$ cat config.mk
export PLATFORM = sky130hd
export DESIGN_NAME = hc_sb
export DESIGN_NICKNAME = d
export VERILOG_FILES = /design/src/rtl/hc_sb.sv
export SDC_FILE = /design/constraint.sdc
export NUM_CORES = 1
export LEC_CHECK = 0
export ABC_CLOCK_PERIOD_IN_PS = 2600
export CAP_MARGIN = 20
export CORE_ASPECT_RATIO = 1.25
export CORE_UTILIZATION = 45
export DETAILED_ROUTE_END_ITERATION = 16
export PLACE_DENSITY = 0.74
export REMOVE_ABC_BUFFERS = 1
export SYNTH_ARGS = -nofsm -noshare
export SYNTH_HDL_FRONTEND = slang
export SYNTH_SLANG_ARGS = --single-unit
$ cat constraint.sdc
create_clock -name clk -period 2.6 [get_ports clk]
set_input_delay 0.39 -clock clk [delete_from_list [all_inputs] [get_ports clk]]
set_output_delay 0.39 -clock clk [all_outputs]
set_load 0.01 [all_outputs]
$ cat src/rtl/hc_sb.sv
// ---------------------------------------------------------------------------
// hc_sb -- hazard-control scoreboard for an in-order pipeline.
//
// Tracks the destination register of every in-flight single-cycle/load
// instruction for NSTAGE post-decode stages, and one multi-cycle (MDU)
// operation with a down-counter. From that state and the D-stage decode
// inputs it produces, combinationally, the D-stage stall request and the
// per-source forwarding selects.
//
// Build option: define HC_FWD_EN to enable result forwarding. Without it the
// forwarding selects are tied to 0 and any in-flight producer of a source
// register stalls D until it leaves the tracked window.
//
// Ports:
//   clk, reset_n        clock (rising edge), synchronous active-low reset
//   rs1/rs2_addr_D      D-stage source register addresses
//   rs1/rs2_used_D      source actually read by the D instruction
//   rd_addr_D, rd_wen_D D-stage destination and its write enable
//   is_load_D, is_mdu_D D instruction class
//   valid_D             D holds a real instruction
//   flush               kill every tracked in-flight instruction
//   stall_D             hold D and insert a bubble into E
//   fwd_sel_rs1/rs2     0 = register file, k+1 = result bus of entry k
//   mdu_busy            MDU counter non-zero
//   mdu_wb              single-cycle pulse when the MDU result is written
//   mdu_rd              destination of the in-flight MDU operation
// ---------------------------------------------------------------------------
module hc_sb #(
    parameter int NSTAGE     = 3,
    parameter int LOAD_STAGE = 1,
    parameter int MDU_LAT    = 8
) (
    input  logic                          clk,
    input  logic                          reset_n,
    input  logic [4:0]                    rs1_addr_D,
    input  logic [4:0]                    rs2_addr_D,
    input  logic                          rs1_used_D,
    input  logic                          rs2_used_D,
    input  logic [4:0]                    rd_addr_D,
    input  logic                          rd_wen_D,
    input  logic                          is_load_D,
    input  logic                          is_mdu_D,
    input  logic                          valid_D,
    input  logic                          flush,
    output logic                          stall_D,
    output logic [$clog2(NSTAGE+1)-1:0]   fwd_sel_rs1,
    output logic [$clog2(NSTAGE+1)-1:0]   fwd_sel_rs2,
    output logic                          mdu_busy,
    output logic                          mdu_wb,
    output logic [4:0]                    mdu_rd
);

    localparam int SW = $clog2(NSTAGE + 1);
    localparam int CW = $clog2(MDU_LAT + 1);

    // Tracking entries: index 0 is the E stage, NSTAGE-1 the last stage
    // before register-file write.
    logic [NSTAGE-1:0]      vld_q, vld_d;
    logic [NSTAGE-1:0][4:0] rd_q, rd_d;
    logic [NSTAGE-1:0]      ld_q, ld_d;

    logic [CW-1:0]          cnt_q, cnt_d;
    logic [4:0]             mdu_rd_q, mdu_rd_d;

    // Youngest-match result per source: {hit, is_load of match, k+1}
    logic [SW+1:0]          m1_s, m2_s;
    logic                   haz1_s, haz2_s, mdu_haz_s, mdu_busy_s;
    logic                   issue_s, mdu_issue_s;

    // Scan from oldest to youngest so the lowest matching index wins.
    function automatic logic [SW+1:0] youngest(
        input logic                   used,
        input logic [4:0]             addr,
        input logic [NSTAGE-1:0]      vld,
        input logic [NSTAGE-1:0][4:0] rd,
        input logic [NSTAGE-1:0]      ld
    );
        logic          hit;
        logic          ld_hit;
        logic [SW-1:0] sel;
        hit    = 1'b0;
        ld_hit = 1'b0;
        sel    = {SW{1'b0}};
        for (int k = NSTAGE - 1; k >= 0; k--) begin
            if (used && (addr != 5'd0) && vld[k] && (rd[k] == addr)) begin
                hit    = 1'b1;
                ld_hit = ld[k];
                sel    = SW'(k + 1);
            end else begin
                hit    = hit;
            end
        end
        return {hit, ld_hit, sel};
    endfunction

`ifdef HC_FWD_EN
    logic rdy1_s, rdy2_s;
`else
    // Load class and match position are irrelevant without forwarding.
    logic unused_match_s;
    assign unused_match_s = ^{m1_s[SW:0], m2_s[SW:0]};
`endif

    // Hazard detection, forwarding selection and MDU status outputs.
    always_comb begin
        m1_s       = youngest(rs1_used_D, rs1_addr_D, vld_q, rd_q, ld_q);
        m2_s       = youngest(rs2_used_D, rs2_addr_D, vld_q, rd_q, ld_q);
        mdu_busy_s = (cnt_q != {CW{1'b0}});
        // Structural (second MDU op), RAW and WAW against the MDU destination.
        mdu_haz_s  = mdu_busy_s && (is_mdu_D
                   || (rs1_used_D && (mdu_rd_q != 5'd0) && (rs1_addr_D == mdu_rd_q))
                   || (rs2_used_D && (mdu_rd_q != 5'd0) && (rs2_addr_D == mdu_rd_q))
                   || (rd_wen_D   && (mdu_rd_q != 5'd0) && (rd_addr_D  == mdu_rd_q)));
`ifdef HC_FWD_EN
        // A load result only exists from LOAD_STAGE on (sel = k+1 > LOAD_STAGE).
        rdy1_s      = !m1_s[SW] || (m1_s[SW-1:0] > SW'(LOAD_STAGE));
        rdy2_s      = !m2_s[SW] || (m2_s[SW-1:0] > SW'(LOAD_STAGE));
        fwd_sel_rs1 = (m1_s[SW+1] && rdy1_s) ? m1_s[SW-1:0] : {SW{1'b0}};
        fwd_sel_rs2 = (m2_s[SW+1] && rdy2_s) ? m2_s[SW-1:0] : {SW{1'b0}};
        haz1_s      = m1_s[SW+1] && !rdy1_s;
        haz2_s      = m2_s[SW+1] && !rdy2_s;
`else
        fwd_sel_rs1 = {SW{1'b0}};
        fwd_sel_rs2 = {SW{1'b0}};
        haz1_s      = m1_s[SW+1];
        haz2_s      = m2_s[SW+1];
`endif
        stall_D  = valid_D && (haz1_s || haz2_s || mdu_haz_s);
        mdu_busy = mdu_busy_s;
        // Flush or reset abandons the op, so no write-back pulse.
        mdu_wb   = reset_n && !flush && (cnt_q == CW'(1));
        mdu_rd   = mdu_rd_q;
    end

    // Next-state: entry shift, issue into entry 0, MDU counter and target.
    always_comb begin
        issue_s     = valid_D && !stall_D && rd_wen_D && (rd_addr_D != 5'd0)
                    && !is_mdu_D && !flush;
        mdu_issue_s = valid_D && is_mdu_D && !stall_D && !flush;

        vld_d    = {NSTAGE{1'b0}};
        rd_d     = rd_q;
        ld_d     = ld_q;
        vld_d[0] = issue_s;
        rd_d[0]  = rd_addr_D;
        ld_d[0]  = is_load_D;
        for (int i = 1; i < NSTAGE; i++) begin
            vld_d[i] = vld_q[i-1] && !flush;
            rd_d[i]  = rd_q[i-1];
            ld_d[i]  = ld_q[i-1];
        end

        if (flush) begin
            cnt_d = {CW{1'b0}};
        end else if (mdu_issue_s) begin
            cnt_d = CW'(MDU_LAT);
        end else if (cnt_q != {CW{1'b0}}) begin
            cnt_d = cnt_q - CW'(1);
        end else begin
            cnt_d = cnt_q;
        end

        if (mdu_issue_s) begin
            mdu_rd_d = rd_wen_D ? rd_addr_D : 5'd0;
        end else begin
            mdu_rd_d = mdu_rd_q;
        end
    end

    // State registers with synchronous active-low reset.
    always_ff @(posedge clk) begin
        if (!reset_n) begin
            vld_q    <= {NSTAGE{1'b0}};
            rd_q     <= {(NSTAGE*5){1'b0}};
            ld_q     <= {NSTAGE{1'b0}};
            cnt_q    <= {CW{1'b0}};
            mdu_rd_q <= 5'd0;
        end else begin
            vld_q    <= vld_d;
            rd_q     <= rd_d;
            ld_q     <= ld_d;
            cnt_q    <= cnt_d;
            mdu_rd_q <= mdu_rd_d;
        end
    end

endmodule

## Word level (Yosys, flattened, before mapping)

Index checks and enable logic that the tools add are counted.

| storage, ports and cells | value |
|---|---|
| memories kept | 0 |
| bits in registers | 27 |
| RAM bits | 0 |
| ROM bits | 0 |
| logic and storage cells | 78 |
| bits in latches | 0 |
| bits of input ports | 24 |
| output and inout port bits | 12 |

| operators by class | value |
|---|---|
| multiply operators | 0 |
| add/subtract/negate cells | 1 |
| magnitude comparators | 0 |
| reductions and logical operators | 50 |
| bitwise gates (word level) | 1 |
| equality and inequality tests | 10 |
| mux-type cells | 9 |
| shifts and indexed selects | 0 |
| divide/modulo/power cells | 0 |

Operators with widths:

| kind | number |
|---|---|
| == test 5 bit | 9 |
| logical AND 1 bit | 34 |
| nonzero test 5 bit | 4 |
| 2-to-1 mux 4 bit | 2 |
| 2-to-1 mux 1 bit | 6 |
| logical OR 1 bit | 5 |
| 2-to-1 mux 5 bit | 1 |
| == test 4 x 1 -> 1 bit, second input constant | 1 |
| nonzero test 4 bit | 1 |
| subtractor 4 x 1 -> 4 bit, second input constant | 1 |
| logical NOT 1 bit | 3 |
| OR reduction 3 bit | 1 |
| nonzero test 2 bit | 1 |
| OR reduction 2 bit | 1 |
| inverter 1 bit | 1 |

## Longest topological paths before layout

Gate-level depths: netlist of the first run.

| depth | value |
|---|---|
| depth after elaboration | 16 |
| mapped depth | 8 |
| depth with buffers taken out | 7 |

## Worst setup path after synthesis of the first run

No wires, ideal clock.

| timing | value |
|---|---|
| path kind | in2reg |
| start | input rs1_addr_D[2] |
| end | register mdu_rd_q[0], in the netlist mdu_rd[0] |
| buffers on the path | 1 |
| data arrival time | 2.101 ns |
| cell stages on the path | 7 |
| slack | 0.427 ns |
| library setup time | 0.072 ns |
| data required time | 2.528 ns |
| cells stage by stage | buf_2 > or4_1 > o21ai_1 > a31oi_1 > or2_4 > nor4_4 > mux2i_1 |

| between the ends | value |
|---|---|
| cells in the longest elaborated chain, start to end | 13 |
| elaborated cells between the ends (all ways) | 26 |
| classes of those cells | 4 x eq/ne; 3 x mux; 19 x reduce/logical |

RTL lines:

| item | line | source |
|---|---|---|
| from (decl) | 35 | `input logic [4:0] rs1_addr_D,` |
| nonzero test 5 bit | 85 | `if (used && (addr != 5'd0) && vld[k] && (rd[k] == addr)) begin` |
| logical AND 1 bit (3 in a row) | 85 |  |
| 2-to-1 mux 1 bit (3 in a row) | 85 |  |
| logical OR 1 bit | 128 | `stall_D = valid_D && (haz1_s \|\| haz2_s \|\| mdu_haz_s);` |
| logical OR 1 bit (*) | 128 |  |
| logical AND 1 bit (*) | 128 |  |
| logical NOT 1 bit (*) | 139 | `mdu_issue_s = valid_D && is_mdu_D && !stall_D && !flush;` |
| logical AND 1 bit (*) (2 in a row) | 139 |  |
| to (signal assigned) | 183 | `mdu_rd_q <= mdu_rd_d;` |
| to (decl) | 63 | `logic [4:0] mdu_rd_q, mdu_rd_d;` |

Every way passes the cells marked *; elsewhere a longest branch is shown, timed or not.
A chain may end at the register's enable or synchronous reset.

## Final worst setup path of the first run

| timing | value |
|---|---|
| start | input rd_addr_D[2] |
| end | output stall_D |

| between the ends | value |
|---|---|
| cells in the longest elaborated chain, start to end | 6 |

RTL lines:

| item | line | source |
|---|---|---|
| from (decl) | 39 | `input logic [4:0] rd_addr_D,` |
| == test 5 bit | 113 | `\|\| (rd_wen_D && (mdu_rd_q != 5'd0) && (rd_addr_D == mdu_rd_q)));` |
| logical AND 1 bit | 113 |  |
| logical OR 1 bit | 113 |  |
| logical AND 1 bit | 110 | `mdu_haz_s = mdu_busy_s && (is_mdu_D` |
| logical OR 1 bit | 128 |  |
| logical AND 1 bit | 128 |  |
| to (decl) | 45 | `output logic stall_D,` |

Every way passes these cells.

==> results.ini, run 1 <==
[outcome]
outcome = completed

[synthesis]
yosys.area.top_type = dfxtp_1
synth_cell_types = 33
synthCells = 179
synth_area_per_cell_um2 = 9.01
ys_warn_count = 0
yosys_register_bits = 27
yosysSeqAreaShare_pct = 33.5
synth.area.top_cells = dfxtp_1 (34%), xor2_1 (20%), and2_1 (6.6%)
syn_area_mm2 = 0.00161
yosysTopAreaCellShare_pct = 33.5

[cells_and_area]
stdcell_count = 257
multi_input_area_um2 = 998
fin_area_mm2 = 0.00209
final_common_cell = xor2_1
seqCellArea_um2 = 543
diodes = 0
final_nets = 248
syn2layout_area_growth_pct = 29.6
fin_util_pct = 63.1
fillers = 290
drive_gt1_share_pct = 15.5
layout_common_cells = xor2_1 (37), dfxtp_1 (25), buf_4 (22)

[timing]
finClkSkew_ns = 0.00200
finalHoldViolations = 0
min_period_over_period_pct = 95.7
rsz0062_at_grt = no
clock.fmax_mhz = 402
finalSetupViolations = 0
report.final.slew_viol_count = 0
fin_crit_ns = 2.49
setup_ws_ns = 0.113

[die]
die_x_um = 55.5
io_pins = 36
start_util_pct = 48.7
std_cell_rows = 23
core-area_mm2 = 0.00331
die_h_um = 68.9
die-area_mm2 = 0.00383

[global_route]
antenna_found_initial = 0
overflow = 0
grt_max_degree = 27
grt_pass1_wl_um = 6180
grtUsageTotal_pct = 21.0
grt_pass1_vias = 1373

[routing]
num_vias = 1330
drc = 0
routed_wl_um = 3700
first_iter_violations = 47
ant_nets = 0
drt-wirelength-per-cell_um = 14.4
avgViaCountPerCell = 5.18
dr.pass1.iters = 4

[critical_path]
max_stage_delay_ns = 0.44
path_class = in2out
path_buf_inv = 2
crit_chain = clkdlybuf4s50_1 > xor2_1 > nor4_1 > nand3_1 > and3_1 > o21bai_1 > a21oi_2 > nor2b_1 > buf_2
crit_fanout = 2
cp.arrival_ns = 2.10
critPathTopFamily = simple AND/OR/NAND/NOR gates
cp.required_ns = 2.21
crit_path_end_kind = output port
worstSetupStartpointType = input pin
cp_slowest_cell = clkdlybuf4s50_1

[run]
cap_violations = 0

[placed_design]
post-place-ws_ns = -0.555
io_buffers = 30
placedInstanceArea_mm2 = 0.00203
dp.cells = 252
gp_congestion = 0.857
place_hpwl_um = 2960

[power]
internal-power_uw = 667
power.density_mw_per_mm2 = 443
p_leak_nw = 0.908
p_seq_share_pct = 48.7
p_switching_uw = 259
switching_share_pct = 28.0
max-vdd-ir-drop_mv = 0.378
clkPwrFrac_pct = 25.0
pwr-share-comb_pct = 26.3

[worst_hold_path]
hp-class = reg2reg

[clock_tree]
clock-sinks = 27
path_clk_slew_ns = 0.09
cts_buffer_depth = 2
cts_root_buf = clkbuf_8
cts_buffers = 3
h-tree-depth = 1
cts_tree = built
insertion_delay_ns = 0.26

metal layers:
layer  GRT usage (%)  vias up  wire (um)
met4            9.69        0         42
li1                -      669          -
met2            41.6       42       1920
met1            22.1      615       1560
met3            3.17        4        181
met5               0        -          0
worst paths after layout:
path / from / end / slack [ns] / cells past startpoint
min: vld_q[0] / vld_q[1] / 0.50 / 1
max reg2reg: rd_d[9] / cnt_q[1] / 0.47 / 10
min reg2reg: vld_q[0] / vld_q[1] / 0.50 / 1
max: rd_addr_D[2] / stall_D / 0.11 / 9
cell usage after synthesis:
cell	number
conb_1	1
and2_1	17
dfxtp_1	27
xnor2_1	10
a21oi_1	1
a31oi_1	2
nor2b_1	2
clkbuf_1	10
or3_1	2
mux2i_1	5
or4_1	3
nor4_4	1
and4b_1	1
nand2b_1	1
or2_4	1
xor2_1	37
nor4_1	9
o311a_1	1
inv_1	2
nor3_1	2
and3_1	3
o21ai_1	2
a2111oi_0	1
ha_1	3
nand2_1	7
buf_4	4
nand3_1	14
buf_6	2
o21a_1	1
nor2_1	3
o21bai_1	1
buf_2	2
a21o_1	1
power groups by stage:
| stage | registers [mW] | clock network [mW] | logic (mW) |
|---|---|---|---|
| after global placement | 0.459 | 0 | 0.234 |
| final | 0.451 | 0.232 | 0.243 |
| after global routing | 0.453 | 0.263 | 0.269 |
| after CTS | 0.451 | 0.239 | 0.243 |
| after detailed placement | 0.461 | 0 | 0.243 |
| after floorplan | 0.457 | 0 | 0.118 |
stage by stage:
step	hold WS, ns	power (mW)	TNS, ns
floorplan	0.452	0.575	0
global placement	0.494	0.694	-0.999
detailed placement	0.495	0.704	-1.45
CTS	0.508	0.933	0
global route	0.525	0.986	0
finish	0.504	0.926	0
state kept, by name, summed over array words and instances, names as in the netlist:
| signal | cells |
|---|---|
| rd_q | 5 |
| mdu_rd | 5 |
| rd_d | 10 |
| cnt_q | 4 |
| vld_q | 3 |
kinds of logic after synthesis:
family          share of synthesized area (%)
mux                                      3.10
other cells                             0.233
buf+inv                                  6.67
simple gates                             24.4
compound gates                           4.27
xor+xnor                                 25.5
flops                                    33.5
fa+ha+maj                                2.33
layout make-up:
cell class / instances / area share [%]
inverter: 2 / 0.359
clock buffer: 4 / 2.16
timing repair buffer: 52 / 21.5
tap: 37 / 2.22
multi-input combinational: 135 / 47.8
sequential: 27 / 26.0
timing repair:
item / CTS / global route
hold buffers: 0 / 0
endpoints found under the setup margin: 1 / 1
pin swaps: 8 / 4
setup buffers: 1 / 0
gates resized for setup: 16 / 5
gates cloned: 0 / 0
Note: power is estimated with default switching activity, not from simulation.
==> run 2, diff against run 1 <==
--- a/config.mk
+++ b/config.mk
@@ -5,7 +5,7 @@
 export SDC_FILE = /design/constraint.sdc
 export NUM_CORES = 1
 export LEC_CHECK = 0
-export ABC_CLOCK_PERIOD_IN_PS = 2600
+export ABC_CLOCK_PERIOD_IN_PS = 3000
 export CAP_MARGIN = 20
 export CORE_ASPECT_RATIO = 1.25
 export CORE_UTILIZATION = 45
==> constraint.sdc (replaced) <==
create_clock -name clk -period 3 [get_ports clk]
set_input_delay 0.45 -clock clk [delete_from_list [all_inputs] [get_ports clk]]
set_output_delay 0.45 -clock clk [all_outputs]
set_load 0.01 [all_outputs]
==> results.ini, run 2 (same netlist as run 1, synthesis figures left out) <==
[clock_tree]
h-tree-depth = 1  ; unchanged
cts_resized = 12  ; -4
cts_buffer_depth = 2  ; unchanged
cts_tree = built
cts_buffers = 3  ; unchanged
insertion_delay_ns = 0.27  ; about the same
postCtsSetupRepairBufs = 0  ; -1
clock-sinks = 27  ; unchanged
hold_buffers = 0  ; unchanged
cts_root_buf = clkbuf_8
path_clk_slew_ns = 0.08  ; about the same

[timing]
min_period_over_period_pct = 94.6
finClkSkew_ns = 0.00238  ; +0.000374 ns
fin_crit_ns = 2.84
finalHoldViolations = 0  ; unchanged
clock.fmax_mhz = 352
rsz0062_at_grt = no
holdWs_ns = 0.498  ; -0.00626 ns
finalSetupViolations = 0  ; unchanged
finalSetupTns_ns = 0  ; unchanged
report.final.slew_viol_count = 0  ; unchanged

[routing]
drc = 0  ; unchanged
drt-wirelength-per-cell_um = 14.5  ; +0.54%
ant_nets = 0  ; unchanged
avgViaCountPerCell = 5.31  ; +2.7%
num_vias = 1344  ; +1.1%
routed_wl_um = 3670  ; -1.0%
dr.pass1.iters = 4  ; unchanged
first_iter_violations = 34  ; -28%

[power]
p_switching_uw = 223  ; -14%
switching_share_pct = 27.9  ; -0.081 points
finalPower_uw = 800  ; -14%
internal-power_uw = 576  ; -14%
pwr-share-comb_pct = 26.0  ; -0.3 points
p_seq_share_pct = 48.9  ; +0.2 points
max-vdd-ir-drop_mv = 0.262  ; -31%
clkPwrFrac_pct = 25.1  ; about the same
p_leak_nw = 0.887  ; -2.4%
power.density_mw_per_mm2 = 389  ; -12%

[critical_path]
crit_chain = clkdlybuf4s50_1 > or4_1 > o21ai_1 > a31oi_1 > or2_4 > a21oi_2 > nor2b_1 > dlygate4sd2_1
crit_path_end_kind = output port
cp.arrival_ns = 2.39  ; +0.29 ns
path_class = in2out
worstSetupStartpointType = input pin
cp_slowest_cell = or4_1
cp-startpoint = rs2_addr_D[1]
rr_endpoint = cnt_q[1]
rr_worst_depth = 9  ; -1
max_stage_delay_ns = 0.54  ; +0.10 ns
rrSetupSlack_ns = 0.94  ; +0.47 ns
endpoint = stall_D
cp.required_ns = 2.55  ; +0.34 ns
reg2reg_from = rd_d[13]
crit_fanout = 3  ; +1

[die]
core-area_mm2 = 0.00331  ; unchanged
std_cell_rows = 23  ; unchanged
io_pins = 36  ; unchanged
start_util_pct = 48.7  ; unchanged
die_h_um = 68.9  ; unchanged
die_x_um = 55.5  ; unchanged
die-area_mm2 = 0.00383  ; unchanged

[placed_design]
io_buffers = 30  ; unchanged
place_hpwl_um = 2950  ; -0.41%
placedInstanceArea_mm2 = 0.00201  ; -1.1%
gp_congestion = 0.856  ; about the same

[global_route]
grt_max_degree = 27  ; unchanged
grt_pass1_vias = 1374  ; +0.073%
antenna_found_initial = 0  ; unchanged
overflow = 0  ; unchanged
grt_pass1_wl_um = 6090  ; -1.6%
grtUsageTotal_pct = 20.6  ; -0.42 points

[cells_and_area]
layout_common_cells = xor2_1 (37), dfxtp_1 (27), clkdlybuf4s50_1 (21)
fin_area_mm2 = 0.00206  ; -1.6%
final_nets = 244  ; -1.6%
syn2layout_area_growth_pct = 27.5
diodes = 0  ; unchanged
largest_reg_flops = 10  ; unchanged
final_common_cell = xor2_1
drive_gt1_share_pct = 12.0  ; -3.4 points

[outcome]
outcome = completed

[run]
cap_violations = 0  ; unchanged

[worst_hold_path]
hp-class = reg2reg

==> run 2: cell types whose count changed in the layout (fill, tap and decap cells not counted), sizes merged <==
cell           before  now
buf                23   18
clkdlybuf4s50      19   21
clkdlybuf4s15       1    0
==> run 2: per-layer routing <==
| metal | wire length, um | GRT usage, % | vias to the layer above |
|---|---|---|---|
| met3 | 157 | 2.99 | 8 |
| met4 | 77 | 11.3 | 0 |
| met1 | 1520 | 21.4 | 626 |
| met5 | 0 | 0 | - |
| met2 | 1910 | 40.4 | 46 |
| li1 | - | - | 664 |
==> run 2: worst min path at each step <==
stage / from / endpoint / slack (ns) / depth (start not counted)
finish: vld_q[1] / vld_q[2] / 0.50 / 1
CTS: vld_q[1] / vld_q[2] / 0.51 / 1
global route: vld_q[1] / vld_q[2] / 0.52 / 1
detailed placement: vld_q[1] / vld_q[2] / 0.49 / 1
global placement: vld_q[1] / vld_q[2] / 0.48 / 1
floorplan: vld_q[0] / vld_q[1] / 0.45 / 1
==> run 2: cell type report <==
cell class	instances	area (um2)
clock buffers	4	45.0
repair buffers	48	424
inverters	2	7.51
well taps	37	46.3
multi-input cells	135	992
fillers	305	1250
flip-flops and latches	27	541
==> run 2: critical path, delay by kind of cell <==
kind                   cells  cell delay, ns
AND/OR/NAND/NOR            3            0.85
AO/OA/AOI/OAI              3            0.35
buffers and inverters      2            0.74
==> run 2: metrics by stage <==
step,util [%],worst slack [ns],std cells
after global placement,60.6,-0.169,249
after detailed placement,60.6,-0.188,249
after floorplan,-,0.890,164
final,62.1,0.161,253
after CTS,62.1,0.161,253
after global routing,62.1,0.0573,253
==> run 2: power groups by stage <==
stage	combinational [mW]	sequential (mW)	clock (mW)
2_1_floorplan	0.102	0.396	0
3_3_place_gp	0.198	0.398	0
3_5_place_dp	0.209	0.400	0
4_1_cts	0.209	0.391	0.203
5_1_grt	0.229	0.393	0.220
6_report	0.208	0.391	0.201
